[src/rtl/mem_arbiter_pkg.sv]
// ---------------------------------------------------------------------------
// mem_arbiter_pkg
// Shared types for the two-requester memory arbiter: FSM state encoding,
// owner (requester) encoding, the latched memory request record and the
// width of the response timeout counter.
// ---------------------------------------------------------------------------
package mem_arbiter_pkg;

    typedef enum logic [1:0] {
        ST_IDLE = 2'd0,
        ST_REQ  = 2'd1,
        ST_RESP = 2'd2
    } state_e;

    typedef enum logic {
        OWN_IFU = 1'b0,
        OWN_LSU = 1'b1
    } owner_e;

    typedef struct packed {
        logic [31:0] addr;
        logic        wen;
        logic [31:0] wdata;
        logic [3:0]  wmask;
    } mem_req_t;

    // Wide enough for the largest supported timeout (255).
    localparam int unsigned CNT_W = 8;

endpackage

[src/rtl/mem_arbiter_rr_picker.sv]
// ---------------------------------------------------------------------------
// rr_picker
// Two-way round-robin select between the IFU and LSU. When both request,
// the one not granted most recently wins. last_grant only moves on a grant
// and resets to LSU so the IFU wins the first tie.
//   clk, rst        : clock, asynchronous active-low reset
//   en              : arbitration allowed this cycle (arbiter idle)
//   ifu_valid       : IFU is requesting
//   lsu_valid       : LSU is requesting
//   ifu_gnt/lsu_gnt : one-hot grant (combinational)
//   winner          : owner granted this cycle (meaningful with a grant)
// ---------------------------------------------------------------------------
module rr_picker
    import mem_arbiter_pkg::*;
(
    input  logic   clk,
    input  logic   rst,
    input  logic   en,
    input  logic   ifu_valid,
    input  logic   lsu_valid,
    output logic   ifu_gnt,
    output logic   lsu_gnt,
    output owner_e winner
);

    owner_e last_grant;

    // NOTE: every signal driven here gets a default first so that no path
    // leaves it unassigned and a latch is never inferred.
    always_comb begin
        winner = OWN_IFU;
        if (ifu_valid && lsu_valid) begin
            winner = (last_grant == OWN_LSU) ? OWN_IFU : OWN_LSU;
        end else if (lsu_valid) begin
            winner = OWN_LSU;
        end
        ifu_gnt = en && ifu_valid && (winner == OWN_IFU);
        lsu_gnt = en && lsu_valid && (winner == OWN_LSU);
    end

    // NOTE: sequential state uses non-blocking assignments so all flops
    // sample the pre-edge values regardless of statement order.
    always_ff @(posedge clk or negedge rst) begin
        if (!rst) begin
            last_grant <= OWN_LSU;
        end else if (ifu_gnt || lsu_gnt) begin
            last_grant <= winner;
        end
    end

endmodule

[src/rtl/mem_arbiter.sv]
// ---------------------------------------------------------------------------
// mem_arbiter
// Arbitrates an instruction-fetch port (read only) and a load/store port
// onto a single memory port with one transaction outstanding. A granted
// request is latched and presented in REQ until accepted; RESP then waits
// for the memory response or TIMEOUT cycles, after which an error response
// is returned. Responses are registered and pulsed to the owner only.
//   clk, rst                         : clock, asynchronous active-low reset
//   ifu_req_valid/ready, ifu_addr    : IFU read request handshake
//   ifu_resp_valid                   : IFU response pulse
//   lsu_req_valid/ready, lsu_addr,
//   lsu_wen, lsu_wdata, lsu_wmask    : LSU request handshake and payload
//   lsu_resp_valid                   : LSU response pulse
//   resp_rdata, resp_err             : shared response data / timeout flag
//   mem_req_valid/ready, mem_addr,
//   mem_wen, mem_wdata, mem_wmask    : memory request port
//   mem_resp_valid, mem_rdata        : memory response port
// ---------------------------------------------------------------------------
module mem_arbiter
    import mem_arbiter_pkg::*;
#(
    parameter int unsigned TIMEOUT = 255
) (
    input  logic        clk,
    input  logic        rst,
    input  logic        ifu_req_valid,
    output logic        ifu_req_ready,
    input  logic [31:0] ifu_addr,
    output logic        ifu_resp_valid,
    input  logic        lsu_req_valid,
    output logic        lsu_req_ready,
    input  logic [31:0] lsu_addr,
    input  logic        lsu_wen,
    input  logic [31:0] lsu_wdata,
    input  logic [3:0]  lsu_wmask,
    output logic        lsu_resp_valid,
    output logic [31:0] resp_rdata,
    output logic        resp_err,
    output logic        mem_req_valid,
    input  logic        mem_req_ready,
    output logic [31:0] mem_addr,
    output logic        mem_wen,
    output logic [31:0] mem_wdata,
    output logic [3:0]  mem_wmask,
    input  logic        mem_resp_valid,
    input  logic [31:0] mem_rdata
);

    // Counter value seen in the last RESP cycle before timing out.
    localparam logic [CNT_W-1:0] TIMEOUT_LAST = CNT_W'(TIMEOUT - 1);

    state_e            state_q, state_d;
    owner_e            owner_q;
    mem_req_t          req_q;
    logic [CNT_W-1:0]  cnt_q;

    logic   ifu_gnt, lsu_gnt, any_gnt;
    owner_e winner;
    logic   resp_hit, timeout_hit, done;

    // Gating with rst keeps the ready outputs low while reset is held.
    rr_picker u_rr_picker (
        .clk       (clk),
        .rst       (rst),
        .en        (rst && (state_q == ST_IDLE)),
        .ifu_valid (ifu_req_valid),
        .lsu_valid (lsu_req_valid),
        .ifu_gnt   (ifu_gnt),
        .lsu_gnt   (lsu_gnt),
        .winner    (winner)
    );

    assign any_gnt     = ifu_gnt || lsu_gnt;
    assign resp_hit    = (state_q == ST_RESP) && mem_resp_valid;
    assign timeout_hit = (state_q == ST_RESP) && !mem_resp_valid && (cnt_q == TIMEOUT_LAST);
    assign done        = resp_hit || timeout_hit;

    // State register
    always_ff @(posedge clk or negedge rst) begin
        if (!rst) begin
            state_q <= ST_IDLE;
        end else begin
            state_q <= state_d;
        end
    end

    // Next-state logic
    always_comb begin
        state_d = state_q;
        unique case (state_q)
            ST_IDLE: if (any_gnt)       state_d = ST_REQ;
            ST_REQ:  if (mem_req_ready) state_d = ST_RESP;
            ST_RESP: if (done)          state_d = ST_IDLE;
            default:                    state_d = ST_IDLE;
        endcase
    end

    // Output logic
    always_comb begin
        ifu_req_ready = ifu_gnt;
        lsu_req_ready = lsu_gnt;
        mem_req_valid = (state_q == ST_REQ);
    end

    assign mem_addr  = req_q.addr;
    assign mem_wen   = req_q.wen;
    assign mem_wdata = req_q.wdata;
    assign mem_wmask = req_q.wmask;

    // Request latch, owner, timeout counter and registered response.
    // NOTE: the request/response datapath registers are reset too, so every
    // output reads 0 during reset and nothing of an aborted transaction
    // survives it.
    always_ff @(posedge clk or negedge rst) begin
        if (!rst) begin
            req_q          <= '0;
            owner_q        <= OWN_IFU;
            cnt_q          <= '0;
            ifu_resp_valid <= 1'b0;
            lsu_resp_valid <= 1'b0;
            resp_rdata     <= '0;
            resp_err       <= 1'b0;
        end else begin
            if (ifu_gnt) begin
                // Fetches are always plain reads.
                req_q   <= '{addr: ifu_addr, wen: 1'b0, wdata: '0, wmask: '0};
                owner_q <= OWN_IFU;
            end else if (lsu_gnt) begin
                req_q   <= '{addr: lsu_addr, wen: lsu_wen, wdata: lsu_wdata, wmask: lsu_wmask};
                owner_q <= OWN_LSU;
            end

            if (state_q == ST_REQ) begin
                cnt_q <= '0;
            end else if ((state_q == ST_RESP) && !mem_resp_valid) begin
                cnt_q <= cnt_q + CNT_W'(1);
            end

            ifu_resp_valid <= done && (owner_q == OWN_IFU);
            lsu_resp_valid <= done && (owner_q == OWN_LSU);
            if (done) begin
                resp_rdata <= resp_hit ? mem_rdata : '0;
                resp_err   <= timeout_hit;
            end
        end
    end

endmodule

[config.mk]
export PLATFORM = sky130hd
export DESIGN_NAME = mem_arbiter
export DESIGN_NICKNAME = d
export VERILOG_FILES = /design/src/rtl/mem_arbiter_pkg.sv /design/src/rtl/mem_arbiter_rr_picker.sv /design/src/rtl/mem_arbiter.sv
export SDC_FILE = /design/constraint.sdc
export NUM_CORES = 1
export LEC_CHECK = 0
export CAP_MARGIN = 40
export CORE_MARGIN = 2
export CORE_UTILIZATION = 34
export DETAILED_ROUTE_END_ITERATION = 8
export PLACE_DENSITY = 0.7
export SYNTH_ARGS = -nofsm -noshare
export SYNTH_HDL_FRONTEND = slang
export SYNTH_HIERARCHICAL = 1
export SYNTH_SLANG_ARGS = --single-unit
[constraint.sdc]
create_clock -name clk -period 2.6 [get_ports clk]
set_clock_uncertainty 0.2 [all_clocks]
set_input_delay 0.26 -clock clk [delete_from_list [all_inputs] [get_ports clk]]
set_output_delay 0.26 -clock clk [all_outputs]
set_load 0.05 [all_outputs]
==> results.md, run 1 <==
* Register area share after synthesis at slightly below 60%
* Area leader, netlist: dfrtp_1
* Worst-path fanout max at 70
* First-pass GRT wire length at around 22 mm
* Port Buffer Count at approximately 250
* Async S/R FF share, synth at 100.0%
* Final worst-path cycle share at 91.49%
* Setup_tns at 0 ns
* Cells after Synth at between 400 and 500
* Commonest non-fill, non-tap cell in the layout: clkdlybuf4s50_1
* Post-route ant nets at 0
* Critical path's slowest cell: dfrtp_1
* H-tree depth at 4
* ANT cells at 0
* DRC errors left at 0
* Dpl cells at just under 900
* Synth warn at 6
* RSZ-0062 raised after global routing: no
* Clock tree root driver cell: clkbuf_16
* Worst path cell trace: nor3b_2 -> nand2_1 -> nor2_4 -> buf_12 -> buf_12
* Final HPWL DP at between 10 and 15 mm
* Final instance area at 8239 µm²
* Most frequent cells in the layout: 241 x clkdlybuf4s50_1, 115 x dfrtp_1, 103 x nand2_1, 69 x mux2i_1, 61 x o21ai_0
* CP required at approximately 2.1 ns
* Max Clock Freq at roughly 0.42 GHz
* CP arrival at 1.92 ns
* DR iter-0 viols at 263
* Num CTS Buffers at 17
* Worst IR Drop VDD at roughly 0.79 mV
* Top cells by area, synth: dfrtp_1 59%, mux2i_1 14%, nand2_1 7.9%
* Syn avg cell area at around 10 µm²
* Layout net count at 853
* GRT Resource Usage Total at between 10% and 20%
* Most used flip-flop cell after synthesis: dfrtp_1
* Status: completed
* Chip height at about 120 µm
* Layout filler cell count at 1171
* Slew Limit Headroom at between 40 and 50%
* Multi-input logic area at roughly 1900 µm²
* Share of cells above drive strength 1 at a little under 7%
* Nature of the critical path endpoint: output pin
* Num rows at 43
* Final Max Slew Viols at 0
* Final GP Congestion at about 0.80
* Largest net degree at the start of global routing at 71
* Total leakage power at approximately 3.4 nW
* Clock Latency Late Sink at approximately 0.40 ns
* Crit path kind: reg -> out
* Clk sink count at approximately 120
* CTS max path bufs at 2
* Post-Route WL at roughly 14 mm
* Max_cap viols at 0
* Final Instance Count excl. Fillers at slightly above 900
* Vias per cell at a little under 5
* Initial Utilization at 35.02%
* Endpoints failing setup at 0
* Ports at around 250
* Post-synth top area share at 58.75%
* Chip width at about 120 µm
* Hold Fails Final Rpt at 0
* Die footprint at about 15000 µm²
* Post-CTS setup buffer count at 0
* Initial antenna violation count at 1
* CTS tree: built
* Most used cell, CP: buf_12
* Dpl cell area at between 7000 and 8000 µm²
* Power Density at between 1000 and 1500 nW/µm²
* Min Tclk post-route at 2.379 ns
* Synth Cell Area at 4898 µm²
* Core area at between 10000 and 15000 µm²
* Hold Path Class: in -> reg
* Vias in the first global route at around 4300
* Post-synthesis cell type count at 38
* DR vias at about 4400
* Peak per-stage delay on the critical path at approximately 0.45 ns
* Startpoint types: flip-flop
* Slew @ Worst Pin at 0.7629 ns
* #FFs+latches synth at ~120
* GR Overflow Total at 0
* Total iterations of the first detailed-routing run at 4
* Area Overhead vs Synth at 68.20%
* Synth Net Count at 608
* EDFF count, synth at 0
* Routed wire per std cell at about 16 µm
* Storage cell area at around 2900 µm²
* Clk slew on worst S/H paths at 0.05 ns
[final timing paths]
kind / start / to / slack (ns) / depth (start not counted)
max: state_q[0] / ifu_req_ready / 0.22 / 5
max reg2reg: state_q[0] / cnt_q[6] / 0.64 / 4
min in group asynchronous: rst / mem_addr[10] / 0.40 / 3
max in group asynchronous: rst / resp_rdata[27] / 0.59 / 4
min: rst / u_rr_picker/last_grant / 0.17 / 3
min reg2reg: cnt_q[6] / cnt_q[6] / 0.29 / 1
[area by class of cell]
class / instances / share of cell area [%]
Clock buffer: 23 / 5.801
Clock inverter: 9 / 1.822
Inverter: 3 / 0.1367
Multi-Input combinational cell: 317 / 22.67
Sequential cell: 116 / 35.25
Tap cell: 180 / 2.733
Timing Repair Buffer: 257 / 31.59
[where the power goes]
group	switching, mW	total (mW)	internal (mW)
Clock	0.779	2.45	1.67
Combinational	3.91	5.92	2.01
Sequential	0.474	3.09	2.61
[timing repair]
| action | in CTS | in global routing |
|---|---|---|
| endpoints found under the hold margin | 53 | 0 |
| hold buffers | 1 | 0 |
| resized for setup | 0 | 2 |
| endpoints found under the setup margin | 0 | 2 |
[worst max-delay path: cells and delay by family, from the launching register on]
family | cells | cell delay, ns
buf+inv | 2 | 0.44
flops | 1 | 0.45
simple gates | 3 | 0.60
[cell families after synthesis]
logic type | Yosys count | share of synthesized area (%)
simple gates | 161 | 13.51
flops | 116 | 59.28
mux | 69 | 14.10
compound gates | 85 | 9.707
buf+inv | 34 | 2.886
fa+ha+maj | 2 | 0.5108
[cell usage after synthesis (all sizes together) (2+ instances only)]
cell type / count
nand2: 103
buf: 12
o41ai: 2
nand3: 5
clkbuf: 19
mux2i: 69
o31ai: 2
dfrtp: 115
o21ai: 68
nor3: 2
nor3b: 2
a21oi: 2
o311ai: 2
nor2: 40
inv: 3
ha: 2
[flip-flops by register name, summed over array words and instances (netlist names), 2 cells and up]
| register | flops |
|---|---|
| resp_rdata | 32 |
| cnt_q | 8 |
| mem_addr | 32 |
| mem_wdata | 32 |
| mem_wmask | 4 |
| state_q | 2 |
[metrics by stage]
| stage | worst slack, ns | total power [mW] | util (%) | hold slack, ns |
|---|---|---|---|---|
| floorplan | 0.01031 | 6.804 | - | -0.2356 |
| global placement | 0.4698 | 8.960 | 54.28 | 0.2596 |
| detailed placement | 0.3998 | 9.055 | 54.28 | 0.2778 |
| CTS | 0.04737 | 11.57 | 58.85 | 0.1509 |
| global route | 0.03757 | 12.05 | 58.90 | 0.1696 |
| finish | 0.2214 | 11.46 | 58.90 | 0.1671 |
[metal layers]
metal / share of wire, % / up-vias / track usage [%]
met5: 0.098 / - / 0
li1: - / 2075 / -
met2: 47 / 206 / 29.98
met3: 11 / 25 / 7.372
met4: 2.1 / 2 / 7.865
met1: 40 / 2088 / 22.22
No activity file was read; power rests on OpenSTA's default activity.
==> run 2: changes to the inputs <==
GPL_TIMING_DRIVEN = 1   (was default)
SLEW_MARGIN = 10   (was default)
==> results of run 2 <==
The final DEF is identical to that of run 1; final timing and power are the same.
